File: config.mk
export PLATFORM = sky130hd
export DESIGN_NAME = div_requester
export DESIGN_NICKNAME = d
export VERILOG_FILES = /design/src/rtl/div_req_pkg.sv /design/src/rtl/div_req_fifo.sv /design/src/rtl/div_requester.sv
export SDC_FILE = /design/constraint.sdc
export NUM_CORES = 1
export LEC_CHECK = 0
export ABC_CLOCK_PERIOD_IN_PS = 6580
export CAP_MARGIN = 20
export CORE_MARGIN = 2
export CORE_UTILIZATION = 50
export CTS_CLUSTER_DIAMETER = 100
export DETAILED_ROUTE_END_ITERATION = 16
export PLACE_DENSITY = 0.74
export SYNTH_ARGS = -nofsm -noshare
export SYNTH_HDL_FRONTEND = slang
export SYNTH_SLANG_ARGS = --single-unit
export TNS_END_PERCENT = 20
File: constraint.sdc
create_clock -name clk -period 6.58 [get_ports clk]
set_input_delay 1.316 -clock clk [delete_from_list [all_inputs] [get_ports clk]]
set_output_delay 1.316 -clock clk [all_outputs]
set_load 0.005 [all_outputs]
File: src/rtl/div_req_pkg.sv
// Shared types for the divider requester: FSM encoding, default sizes and result flags.
// The quotient width is a module parameter, so the result record is completed in div_requester.
package div_req_pkg;

    localparam int DEF_W       = 10;
    localparam int DEF_DEPTH   = 4;
    localparam int DEF_TIMEOUT = 1023;

    typedef enum logic [2:0] {
        ST_IDLE    = 3'd0,
        ST_ISSUE   = 3'd1,
        ST_WAIT    = 3'd2,
        ST_CAPTURE = 3'd3,
        ST_CLEAR   = 3'd4
    } state_t;

    typedef struct packed {
        logic dvz;
        logic ovf;
        logic tmo;
    } res_flags_t;

endpackage

File: src/rtl/div_req_fifo.sv
// Synchronous FIFO holding operand pairs; DEPTH entries of DW bits each.
// Latency: a pushed entry is visible at pop_dat on the cycle after the push edge.
// Backpressure: a push while full is dropped; a pop while empty is ignored.
module div_req_fifo #(
    parameter int DW    = 20,
    parameter int DEPTH = 4
) (
    input  logic                     clk,
    input  logic                     sclr,
    input  logic                     push,
    input  logic [DW-1:0]            push_dat,
    input  logic                     pop,
    output logic [DW-1:0]            pop_dat,
    output logic                     full,
    output logic                     empty,
    output logic [$clog2(DEPTH):0]   count
);

    localparam int AW = $clog2(DEPTH);
    localparam int CW = AW + 1;
    localparam logic [CW-1:0] FULL_CNT = CW'(DEPTH);

    logic [DW-1:0] mem [DEPTH];
    logic [AW-1:0] wr_ptr;
    logic [AW-1:0] rd_ptr;
    logic          wr_en;
    logic          rd_en;

    assign wr_en   = push & ~full;
    assign rd_en   = pop & ~empty;
    assign full    = (count == FULL_CNT);
    assign empty   = (count == '0);
    assign pop_dat = mem[rd_ptr];

    always_ff @(posedge clk) begin
        if (sclr) begin
            wr_ptr <= '0;
            rd_ptr <= '0;
            count  <= '0;
        end else begin
            if (wr_en) wr_ptr <= wr_ptr + AW'(1);
            if (rd_en) rd_ptr <= rd_ptr + AW'(1);
            case ({wr_en, rd_en})
                2'b10:   count <= count + CW'(1);
                2'b01:   count <= count - CW'(1);
                default: count <= count;
            endcase
        end
    end

    // Storage needs no reset: pointers and count define what is valid.
    always_ff @(posedge clk) begin
        if (wr_en) mem[wr_ptr] <= push_dat;
    end

endmodule

File: src/rtl/div_requester.sv
// Feeds buffered operand pairs to the iterative divider and holds each result for a consumer.
// Latency: push to div_start is 2 cycles; divider valid to res_valid is 2 cycles.
// Backpressure: an un-acked result parks the FSM in CAPTURE with the divider left un-cleared.
module div_requester
    import div_req_pkg::*;
#(
    parameter int W       = DEF_W,
    parameter int DEPTH   = DEF_DEPTH,
    parameter int TIMEOUT = DEF_TIMEOUT
) (
    input  logic                   clk,
    input  logic                   sclr,
    input  logic                   req_push,
    input  logic [W-1:0]           req_a,
    input  logic [W-1:0]           req_b,
    output logic                   req_full,
    output logic [$clog2(DEPTH):0] req_count,
    output logic [W-1:0]           div_a,
    output logic [W-1:0]           div_b,
    output logic                   div_start,
    output logic                   div_sclr,
    input  logic                   div_busy,
    input  logic                   div_valid,
    input  logic [W-1:0]           div_q,
    input  logic                   div_dvz,
    input  logic                   div_ovf,
    output logic                   res_valid,
    output logic [W-1:0]           res_q,
    output logic                   res_dvz,
    output logic                   res_ovf,
    output logic                   res_tmo,
    input  logic                   res_ack
);

    localparam int TW = $clog2(TIMEOUT + 1);
    localparam logic [TW-1:0] TMO_LAST = TW'(TIMEOUT - 1);

    typedef struct packed {
        logic [W-1:0] q;
        res_flags_t   flags;
    } res_t;

    state_t         state;
    state_t         state_nxt;
    logic           fifo_pop;
    logic           fifo_empty;
    logic [2*W-1:0] fifo_dat;
    logic [W-1:0]   op_a;
    logic [W-1:0]   op_b;
    logic [TW-1:0]  tmo_cnt;
    logic           tmo_hit;
    logic           tmo_flag;
    logic           res_load;
    res_t           res_r;
    logic           busy_unused;

    // The divider's busy is purely informational here.
    assign busy_unused = div_busy;

    div_req_fifo #(
        .DW    (2 * W),
        .DEPTH (DEPTH)
    ) u_fifo (
        .clk      (clk),
        .sclr     (sclr),
        .push     (req_push),
        .push_dat ({req_a, req_b}),
        .pop      (fifo_pop),
        .pop_dat  (fifo_dat),
        .full     (req_full),
        .empty    (fifo_empty),
        .count    (req_count)
    );

    assign tmo_hit = (tmo_cnt == TMO_LAST);

    always_ff @(posedge clk) begin
        if (sclr) state <= ST_IDLE;
        else      state <= state_nxt;
    end

    always_comb begin
        state_nxt = state;
        case (state)
            ST_IDLE:    if (!fifo_empty) state_nxt = ST_ISSUE;
            ST_ISSUE:   state_nxt = ST_WAIT;
            ST_WAIT:    if (div_valid || tmo_hit) state_nxt = ST_CAPTURE;
            ST_CAPTURE: if (!res_valid || res_ack) state_nxt = ST_CLEAR;
            ST_CLEAR:   state_nxt = ST_IDLE;
            default:    state_nxt = ST_IDLE;
        endcase
    end

    always_comb begin
        fifo_pop  = 1'b0;
        div_start = 1'b0;
        res_load  = 1'b0;
        div_sclr  = sclr;
        case (state)
            ST_IDLE:    fifo_pop  = ~fifo_empty;
            ST_ISSUE:   div_start = 1'b1;
            ST_CAPTURE: res_load  = ~res_valid | res_ack;
            ST_CLEAR:   div_sclr  = 1'b1;
            default:    ;
        endcase
    end

    // Operands stay put from ISSUE through CLEAR; only the IDLE pop reloads them.
    always_ff @(posedge clk) begin
        if (sclr) begin
            op_a <= '0;
            op_b <= '0;
        end else if (fifo_pop) begin
            {op_a, op_b} <= fifo_dat;
        end
    end

    assign div_a = op_a;
    assign div_b = op_b;

    // tmo_flag tracks the WAIT exit reason; a valid on the final WAIT cycle wins.
    always_ff @(posedge clk) begin
        if (sclr) begin
            tmo_cnt  <= '0;
            tmo_flag <= 1'b0;
        end else begin
            if (state == ST_ISSUE)     tmo_cnt <= '0;
            else if (state == ST_WAIT) tmo_cnt <= tmo_cnt + TW'(1);
            if (state == ST_WAIT)      tmo_flag <= ~div_valid & tmo_hit;
        end
    end

    always_ff @(posedge clk) begin
        if (sclr) begin
            res_r     <= '0;
            res_valid <= 1'b0;
        end else if (res_load) begin
            res_r.q         <= tmo_flag ? '0 : div_q;
            res_r.flags.dvz <= ~tmo_flag & div_dvz;
            res_r.flags.ovf <= ~tmo_flag & div_ovf;
            res_r.flags.tmo <= tmo_flag;
            res_valid       <= 1'b1;
        end else if (res_ack && res_valid) begin
            res_valid <= 1'b0;
        end
    end

    assign res_q   = res_r.q;
    assign res_dvz = res_r.flags.dvz;
    assign res_ovf = res_r.flags.ovf;
    assign res_tmo = res_r.flags.tmo;

endmodule

==> implementation parameters, run 1 <==
Parameter                              Value

Global routing
  Largest net degree at the start of global routing ... 52
  Global-route wire length before repair ... 17.8 mm
  Via count of the first global-routing pass ... 3632
  Combined global-route utilization of all metal layers ... 0.202
  Antenna violations before repair ... 0
  Global route total overflow ... 0

Place
  Placer congestion estimate ... 0.787
  Count of input and output buffers ... 76
  HPWL after detailed placement ... roughly 6.7 mm
  Worst setup timing slack at the placement stage ... 2.78 ns

Worst hold path
  Class of the tightest hold or removal check ... register to register

Clock tree
  Post-cts resize count ... 0
  Number of clock sinks seen by CTS ... 135
  Post-cts hold buffer count ... 0
  TritonCTS clock tree ... built
  Cts bufs inserted ... 17
  Clk Latency, worst-skew pair ... just over 0.5 ns
  CTS H-tree lvls ... 4
  Number of buffers inserted to repair setup after CTS ... 0
  Maximum root-to-sink buffer count ... 2
  Worst-path clk slew ... 0.06 ns
  Buffer cell driving the clock tree root ... clkbuf_8

Routing
  Count of TritonRoute iterations in the first routing pass ... 4
  Number of routed nets with antenna violations ... 0
  DRC Markers ... 0
  WL per Instance ... 17.5 µm
  Via/cell ratio ... 5.67
  Via count of the routed design ... 3600
  Routed wire length ... about 11 mm
  DRC marker count from the first detailed-route iteration ... 310

Yosys
  Number of storage elements in the synthesis netlist ... roughly 140
  Post-synth cell types ... 42
  Syn. warnings ... 0
  Post-synth ARST share ... 0
  Synth Flop Type ... edfxtp_1
  Number of cells produced by synthesis ... about 410
  Sequential-to-total area share from yosys stat ... 0.642
  Mapped Nets ... 457
  Netlist area before placement ... around 0.0055 mm²
  Number of synthesized flops with an enable pin ... 80
  Mean area per synthesized cell ... 13.3 µm²

Setup path
  Buffers plus inverters on the worst setup path ... 3
  Startpoint kind of the worst setup timing path ... primary input
  Type of element capturing the critical path ... output pin
  Critical path data arrival time ... 2.49 ns
  Required time of the critical path ... 5.26 ns
  Highest-delay cell along the critical path ... clkdlybuf4s50_1
  Stage delay of the slowest cell on the critical path ... 0.49 ns
  Largest fanout on the critical path ... 51
  Cell chain of the critical path ... buf_2 -> buf_4 -> a21o_1 -> clkdlybuf4s50_1
  Critical path's top delay family ... buffers and inverters
  Register-to-register path setup slack ... ~3.8 ns
  Worst setup path class ... primary input to output pin

STA
  Worst-case headroom to the max-slew limit ... 0.284
  Unrepaired setup endpoints after global routing ... false
  Hold Violations, Final ... 0
  Worst hold slack across all endpoints ... between 0.4 and 0.5 ns
  Count of endpoints failing setup in the final report ... 0
  Final worst-path setup slack ... 2.77 ns
  Maximum clock rate ... 263 MHz
  Transition at the pin with the smallest max-transition slack ... 1.07 ns
  Fin Clk Skew ... 0.00417 ns
  Final-report max-slew violation count ... 0
  Aggregate negative setup slack ... 0 ns
  Tcrit/Tclk final ... 0.579
  Fin crit period ... about 3.8 ns

Floorplan
  Placement row count ... 38
  Total die area ... around 0.012 mm²
  Placeable core region ... roughly 0.011 mm²
  Overall die height ... around 110 µm
  Die X-Extent ... 108 µm
  Num ports ... 78
  Initial core utilization ... 0.508

Layout
  Commonest non-fill, non-tap cells in the layout ... edfxtp_1 (80), clkdlybuf4s50_1 (75), dfxtp_1 (55)
  Register area ... about 0.0035 mm²
  Number of nets in the layout ... approximately 530
  Ant diodes ... 0
  End-of-flow core utilization ... 0.640
  Count of filler cells inserted in the layout ... 824
  Multi-input gate area in the final layout ... 0.00178 mm²
  Proportion of layout cells with a drive suffix above 1 ... 0.139
  Most common library cell in the layout ignoring fill and taps ... edfxtp_1
  Area Growth Syn to Fin ... 26.0%

Power
  Peak ir drop on the vdd network ... between 0.2 and 0.25 mV
  Areal power density over the cells ... 387 mW/mm²
  Leak pwr ... around 2.3 nW

Status
  Result of the run ... finished clean

Run
  Max-cap viol count ... 0
where the power goes:
group | internal (mW) | switching [mW]
Clock | 0.533 | 0.326
Combinational | 0.336 | 0.360
Sequential | 1.01 | 0.0871
Total | 1.88 | 0.773
final timing paths:
| kind | depth (start not counted) | startpoint | end |
|---|---|---|---|
| max | 4 | sclr | div_sclr |
| min | 2 | res_q[2]$_SDFFE_PP0P_ | res_q[2]$_SDFFE_PP0P_ |
| max reg2reg | 9 | state[2]$_SDFFE_PP0P_ | u_fifo.count[2]$_SDFFE_PP0P_ |
| min reg2reg | 2 | res_q[2]$_SDFFE_PP0P_ | res_q[2]$_SDFFE_PP0P_ |
worst reg2reg max path: stages, from the launching register on:
cell and delay (ns):
dfxtp_1 0.31, buf_4 0.23, or3_2 0.68, nor2_1 0.23
ha_1 0.20, inv_1 0.06, fa_1 0.37, xor2_1 0.16
or3_1 0.30, a21oi_1 0.16
synth_stat cells (4+ instances only):
cell | instances | area, µm²
clkbuf_1 | 20 | 75.1
buf_1 | 4 | 15.0
nand2_1 | 8 | 30.0
inv_1 | 12 | 45.0
or3_1 | 4 | 25.0
mux4_2 | 20 | 450
a21oi_1 | 45 | 225
buf_2 | 5 | 25.0
edfxtp_1 | 80 | 2400
nor2_1 | 11 | 41.3
ha_1 | 7 | 87.6
dfxtp_1 | 55 | 1100
nand3_1 | 25 | 125
or3b_2 | 4 | 35.0
nand2b_1 | 14 | 87.6
o21ai_0 | 26 | 130
and3_1 | 5 | 31.3
o31ai_1 | 16 | 120
or4_1 | 16 | 120
registers in the layout, summed over array words and instances (netlist names):
register and flops:
res_q 10, u_fifo.count 3, u_fifo.rd_ptr 2, res_dvz 1, u_fifo.mem 80, state 3
div_a 10, res_valid 1, tmo_cnt 10, tmo_flag 1, div_b 10, res_tmo 1
res_ovf 1, u_fifo.wr_ptr 2
area by class of cell:
class                           instances  area share
Tap cell                              140      0.0255
Clock inverter                          7     0.00564
Timing Repair Buffer                   83       0.119
Clock buffer                           25      0.0748
Multi-Input combinational cell        233       0.259
Inverter                               12     0.00655
Sequential cell                       135       0.510
kinds of logic after synthesis:
family          share of synthesized area
flops                               0.642
simple gates                        0.114
compound gates                     0.0997
buf+inv                            0.0335
mux                                0.0862
fa+ha+maj                          0.0197
xor+xnor                          0.00482
stage by stage:
stage          power, mW  instance area, µm²  instances
2_1_floorplan       1.53                5460        411
3_3_place_gp        1.79                6310        602
3_5_place_dp        1.82                6310        602
4_1_cts             2.68                6860        634
5_1_grt             2.79                6870        635
6_report            2.66                6870        635
layer usage:
metal	part of all wire	vias to the layer above	GRT usage
met1	0.42	1777	0.253
met4	0.0092	0	0.0879
met2	0.50	100	0.331
li1	-	1713	-
met5	0	-	0
met3	0.064	10	0.0561
Power figures use the tool's default switching activity.
==> run 2: changes to the inputs <==
--- a/config.mk
+++ b/config.mk
@@ -5,13 +5,13 @@
 export SDC_FILE = /design/constraint.sdc
 export NUM_CORES = 1
 export LEC_CHECK = 0
-export ABC_CLOCK_PERIOD_IN_PS = 6580
+export ABC_CLOCK_PERIOD_IN_PS = 3500
 export CAP_MARGIN = 20
 export CORE_MARGIN = 2
-export CORE_UTILIZATION = 50
+export CORE_UTILIZATION = 49
 export CTS_CLUSTER_DIAMETER = 100
 export DETAILED_ROUTE_END_ITERATION = 16
-export PLACE_DENSITY = 0.74
+export PLACE_DENSITY = 0.76
 export SYNTH_ARGS = -nofsm -noshare
 export SYNTH_HDL_FRONTEND = slang
 export SYNTH_SLANG_ARGS = --single-unit
==> constraint.sdc (replaced) <==
create_clock -name clk -period 3.5 [get_ports clk]
set_input_delay 0.7 -clock clk [delete_from_list [all_inputs] [get_ports clk]]
set_output_delay 0.7 -clock clk [all_outputs]
set_load 0.005 [all_outputs]
==> run 2 against run 1 <==
Register-to-register slack got worse by 3.0 ns. Clock skew rose by 0.0049 ns. Clock power rose by 120%. Power rose by 98%. Final area rose by 1.2%. Flip-flop and latch count did not move. Global-route usage rose by 1.1 points. Cell count rose by 0.47%. Non-clock buffer count rose by 3. Setup slack got worse by 2.1 ns.
==> implementation parameters, run 2 (synthesis results as in run 1) <==
Parameter                              Value

Clock tree
  TritonCTS clock tree ... built
  Maximum root-to-sink buffer count ... 2
  Number of clock sinks seen by CTS ... 135
  Number of buffers inserted to repair setup after CTS ... 0
  Cts bufs inserted ... 17
  CTS H-tree lvls ... 4
  Buffer cell driving the clock tree root ... clkbuf_8
  Worst-path clk slew ... 0.06 ns
  Post-cts resize count ... 0
  Clk Latency, worst-skew pair ... 0.52 ns
  Post-cts hold buffer count ... 0

Setup path
  Startpoint kind of the worst setup timing path ... register
  Launching point of the worst reg2reg path ... state[0]$_SDFFE_PP0P_
  Worst setup path class ... register to output pin
  Largest fanout on the critical path ... 35
  Buffers plus inverters on the worst setup path ... 3
  Stage delay of the slowest cell on the critical path ... 0.54 ns
  Highest-delay cell along the critical path ... or3b_2
  Critical path data arrival time ... between 2 and 2.5 ns
  Setup crit start ... state[2]$_SDFFE_PP0P_
  Required time of the critical path ... 2.80 ns
  Critical path's top delay family ... buffers and inverters
  Cell chain of the critical path ... buf_4 -> or3b_2 -> inv_1 -> clkdlybuf4s50_1
  Type of element capturing the critical path ... output pin

Routing
  Count of TritonRoute iterations in the first routing pass ... 5
  DRC Markers ... 0
  Via count of the routed design ... about 3700
  Routed wire length ... 12.1 mm
  WL per Instance ... 18.9 µm
  Number of routed nets with antenna violations ... 0
  DRC marker count from the first detailed-route iteration ... 242
  Via/cell ratio ... 5.78

Place
  Count of input and output buffers ... 76
  Placer congestion estimate ... 0.755
  HPWL after detailed placement ... 7.23 mm

STA
  Transition at the pin with the smallest max-transition slack ... 1.06 ns
  Fin crit period ... 2.85 ns
  Fin Clk Skew ... 0.00905 ns
  Hold Violations, Final ... 0
  Worst-case headroom to the max-slew limit ... 0.293
  Count of endpoints failing setup in the final report ... 0
  Maximum clock rate ... between 300 and 400 MHz
  Tcrit/Tclk final ... 0.814
  Final-report max-slew violation count ... 0
  Aggregate negative setup slack ... 0 ns
  Unrepaired setup endpoints after global routing ... false

Layout
  Proportion of layout cells with a drive suffix above 1 ... 0.145
  Count of filler cells inserted in the layout ... 777
  Commonest non-fill, non-tap cells in the layout ... edfxtp_1 (80), clkdlybuf4s50_1 (75), dfxtp_1 (55)
  Ant diodes ... 0
  Area Growth Syn to Fin ... 27.4%
  Most common library cell in the layout ignoring fill and taps ... edfxtp_1
  Number of nets in the layout ... 531
  Number of flip-flops in the largest register ... 80
  End-of-flow core utilization ... 0.642
  Most flops, register ... u_fifo.mem

Global routing
  Global route total overflow ... 0
  Via count of the first global-routing pass ... 3677
  Combined global-route utilization of all metal layers ... 0.213
  Largest net degree at the start of global routing ... 51
  Antenna violations before repair ... 0
  Global-route wire length before repair ... 18.8 mm

Floorplan
  Placement row count ... 38
  Placeable core region ... 0.0108 mm²
  Num ports ... ~80
  Total die area ... 0.0120 mm²
  Overall die height ... 110 µm
  Initial core utilization ... 0.503
  Die X-Extent ... 110 µm

Worst hold path
  Class of the tightest hold or removal check ... register to register
  Hold Startpoint ... res_tmo$_SDFFE_PP0P_

Power
  Areal power density over the cells ... 755 mW/mm²
  Peak ir drop on the vdd network ... 0.470 mV
  Leak pwr ... 2.31 nW

Run
  Max-cap viol count ... 0

Status
  Result of the run ... finished clean
run 2: changes by cell type in the layout (fill, tap and decap cells not counted):
cell | before | now
buf_4 | 6 | 10
buf_8 | 1 | 0
bufinv_16 | 0 | 4
clkbuf_16 | 18 | 16
clkbuf_4 | 2 | 0
clkbuf_8 | 3 | 1
clkinv_2 | 5 | 0
clkinv_4 | 0 | 4
clkinvlp_4 | 1 | 2
inv_4 | 1 | 0
inv_6 | 0 | 3
run 2: power breakdown:
| group | internal, mW | leakage (nW) | switching (mW) |
|---|---|---|---|
| clock | 1.17 | 0.294 | 0.692 |
| sequential | 1.90 | 1.18 | 0.154 |
| combinational | 0.637 | 0.837 | 0.696 |
run 2: path summary, 6_finish.rpt:
check | endpoint | slack, ns | cells after the start
worst max-delay path | div_start | 0.65 | 4
worst min-delay path | res_tmo$_SDFFE_PP0P_ | 0.47 | 2
worst max register to register | u_fifo.count[2]$_SDFFE_PP0P_ | 0.85 | 8
worst min register to register | res_tmo$_SDFFE_PP0P_ | 0.47 | 2
run 2: worst min-delay path, stage by stage, from the launching register on:
cell and delay (ns):
dfxtp_1 0.31, o31ai_1 0.06, a21oi_1 0.06
run 2: stage by stage:
step | setup slack, ns | std cells | hold slack, ns | area, µm² | power [mW]
floorplan | 1.12 | 411 | 0.452 | 5460 | 2.88
global placement | 0.848 | 606 | 0.453 | 6340 | 3.37
detailed placement | 0.767 | 606 | 0.459 | 6340 | 3.42
CTS | 0.626 | 638 | 0.468 | 6950 | 5.29
global route | 0.562 | 638 | 0.491 | 6950 | 5.49
finish | 0.651 | 638 | 0.469 | 6950 | 5.25
run 2: layer usage:
metal	vias up	part of all wire	track usage	wire, µm
met4	0	0.013	0.0877	155
met5	-	0	0	0
li1	1725	-	-	-
met3	14	0.069	0.0545	828
met2	146	0.51	0.365	6180
met1	1803	0.41	0.257	4920
run 2: cell type report:
| type | count | area [µm²] | share of cell area |
|---|---|---|---|
| Tap cell | 140 | 175 | 0.0252 |
| Clock inverter | 13 | 196 | 0.0282 |
| Sequential cell | 135 | 3500 | 0.504 |
| Clock buffer | 19 | 422 | 0.0606 |
| Inverter | 12 | 45.0 | 0.00648 |
| Multi-Input combinational cell | 233 | 1780 | 0.256 |
| Timing Repair Buffer | 86 | 831 | 0.119 |
==> run 3: changes to the inputs <==
--- a/config.mk
+++ b/config.mk
@@ -5,13 +5,13 @@
 export SDC_FILE = /design/constraint.sdc
 export NUM_CORES = 1
 export LEC_CHECK = 0
-export ABC_CLOCK_PERIOD_IN_PS = 3500
+export ABC_CLOCK_PERIOD_IN_PS = 2900
 export CAP_MARGIN = 20
 export CORE_MARGIN = 2
-export CORE_UTILIZATION = 49
+export CORE_UTILIZATION = 50
 export CTS_CLUSTER_DIAMETER = 100
 export DETAILED_ROUTE_END_ITERATION = 16
-export PLACE_DENSITY = 0.76
+export PLACE_DENSITY = 0.74
 export SYNTH_ARGS = -nofsm -noshare
 export SYNTH_HDL_FRONTEND = slang
 export SYNTH_SLANG_ARGS = --single-unit
==> constraint.sdc (replaced) <==
create_clock -name clk -period 2.9 [get_ports clk]
set_input_delay 0.58 -clock clk [delete_from_list [all_inputs] [get_ports clk]]
set_output_delay 0.58 -clock clk [all_outputs]
set_load 0.005 [all_outputs]
==> run 3 against run 2 <==
Sequential power increased by 20%. Cell count grew 0.78%. Critical path depth decreased by 1. Largest cell class unchanged.
==> implementation parameters, run 3 (synthesis results as in run 1) <==
Parameter                              Value

STA
  Final-report max-slew violation count ... 0
  Hold Violations, Final ... 0
  Unrepaired setup endpoints after global routing ... false
  Fin Clk Skew ... between 0.01 and 0.015 ns
  Worst-case headroom to the max-slew limit ... 0.451
  Aggregate negative setup slack ... 0 ns
  Maximum clock rate ... 370 MHz
  Count of endpoints failing setup in the final report ... 0
  Fin crit period ... ~2.7 ns
  Tcrit/Tclk final ... 0.932
  Transition at the pin with the smallest max-transition slack ... 0.819 ns

Global routing
  Via count of the first global-routing pass ... 3651
  Antenna violations before repair ... 0
  Global route total overflow ... 0
  Largest net degree at the start of global routing ... 51
  Combined global-route utilization of all metal layers ... 0.204
  Global-route wire length before repair ... 18.1 mm

Floorplan
  Die X-Extent ... 108 µm
  Placeable core region ... 0.0107 mm²
  Num ports ... 78
  Overall die height ... between 100 and 150 µm
  Placement row count ... 38
  Initial core utilization ... 0.508
  Total die area ... 0.0118 mm²

Clock tree
  Number of clock sinks seen by CTS ... ~140
  CTS H-tree lvls ... 4
  Post-cts resize count ... 0
  Cts bufs inserted ... 17
  Buffer cell driving the clock tree root ... clkbuf_8
  Post-cts hold buffer count ... 0
  Number of buffers inserted to repair setup after CTS ... 0
  Maximum root-to-sink buffer count ... 2
  TritonCTS clock tree ... built
  Clk Latency, worst-skew pair ... 0.52 ns
  Worst-path clk slew ... 0.06 ns

Setup path
  Startpoint kind of the worst setup timing path ... register
  Depth of the worst register-to-register path ... 10
  Register-to-register path setup slack ... 0.43 ns
  Worst setup path class ... register to output pin
  Critical path data arrival time ... about 2.1 ns
  Required time of the critical path ... 2.32 ns
  Cell chain of the critical path ... or3b_2 -> inv_1 -> clkdlybuf4s50_1
  Stage delay of the slowest cell on the critical path ... 0.54 ns
  Endpoint of the lowest-slack register-to-register path ... u_fifo.count[2]$_SDFFE_PP0P_
  Largest fanout on the critical path ... 7
  Type of element capturing the critical path ... output pin
  Setup crit start ... u_fifo.count[2]$_SDFFE_PP0P_
  Highest-delay cell along the critical path ... or3b_2
  Launching point of the worst reg2reg path ... u_fifo.count[2]$_SDFFE_PP0P_

Routing
  Routed wire length ... 11.4 mm
  Count of TritonRoute iterations in the first routing pass ... 4
  Via count of the routed design ... 3667
  DRC Markers ... 0
  Number of routed nets with antenna violations ... 0
  DRC marker count from the first detailed-route iteration ... 297
  WL per Instance ... about 18 µm
  Via/cell ratio ... 5.70

Place
  Placed instance area ... ~0.0064 mm²
  Placer congestion estimate ... 0.769
  Count of input and output buffers ... 76
  HPWL after detailed placement ... 7.15 mm

Layout
  Area Growth Syn to Fin ... 27.7%
  Most flops, register ... u_fifo.mem
  End-of-flow core utilization ... 0.649
  Proportion of layout cells with a drive suffix above 1 ... 0.153
  Register area ... 0.00350 mm²
  Area of all placed cells without fillers ... 0.00697 mm²
  Most common library cell in the layout ignoring fill and taps ... edfxtp_1
  Count of filler cells inserted in the layout ... 811
  Commonest non-fill, non-tap cells in the layout ... edfxtp_1 (80), clkdlybuf4s50_1 (75), dfxtp_1 (55)
  Number of flip-flops in the largest register ... 80
  Number of nets in the layout ... 536
  Multi-input gate area in the final layout ... between 0.0015 and 0.002 mm²
  Ant diodes ... 0

Worst hold path
  Class of the tightest hold or removal check ... register to register
  Number of instances on the worst hold path ... 2
  Hold Startpoint ... res_q[1]$_SDFFE_PP0P_
  Hold Crit Endpoint ... res_q[1]$_SDFFE_PP0P_

Run
  Max-cap viol count ... 0

Power
  Leak pwr ... 2.33 nW
  Tot Pwr ... 6.22 mW
  Peak ir drop on the vdd network ... 0.683 mV
  Areal power density over the cells ... 892 mW/mm²

Status
  Result of the run ... finished clean
==> run 3: cell types whose count changed in the layout (fill, tap and decap cells not counted) <==
cell	before	now
buf_12	0	1
clkinv_1	0	1
bufinv_16	4	2
buf_4	10	14
clkinv_4	4	3
inv_8	0	3
clkbuf_1	2	1
==> run 3: cell type report <==
| class | instances | area share |
|---|---|---|
| clock buffer | 18 | 0.0600 |
| clock inverter | 14 | 0.0237 |
| inverter | 12 | 0.00646 |
| multi-input combinational | 233 | 0.256 |
| sequential | 135 | 0.503 |
| tap | 140 | 0.0251 |
| timing repair buffer | 91 | 0.126 |
==> run 3: power by group <==
part           internal, mW  switching, mW  total [mW]  leakage, nW
clock network          1.25          0.845        2.09        0.280
registers              2.30          0.175        2.47         1.18
logic                 0.816          0.838        1.65        0.867
total                  4.36           1.86        6.22         2.33
==> run 3: how the worst max path moves through the flow <==
stage,endpoint,slack [ns],depth (start not counted)
finish,req_full,0.20,3
global route,req_full,0.09,3
CTS,req_full,0.18,3
detailed placement,u_fifo.count[2]$_SDFFE_PP0P_,0.29,10
global placement,u_fifo.count[2]$_SDFFE_PP0P_,0.37,10
floorplan,u_fifo.count[2]$_SDFFE_PP0P_,0.52,11
==> run 3: layer usage <==
layer,GRT usage,share of wire
met5,0,0
met4,0.0678,0.011
met3,0.0518,0.064
met2,0.342,0.50
met1,0.259,0.42
==> run 3: per-stage QoR <==
stage               std cells  worst slack (ns)  hold WS (ns)
floorplan                 411             0.525         0.452
finish                    643             0.198         0.464
CTS                       643             0.183         0.468
global route              643            0.0900         0.492
global placement          611             0.375         0.451
detailed placement        611             0.292         0.461
==> run 3: worst max-delay path: cells and delay by family (launching register included) <==
kind / cells / cell delay, ns
flip-flops: 1 / 0.43
buffers and inverters: 2 / 0.64
AND/OR/NAND/NOR: 1 / 0.54
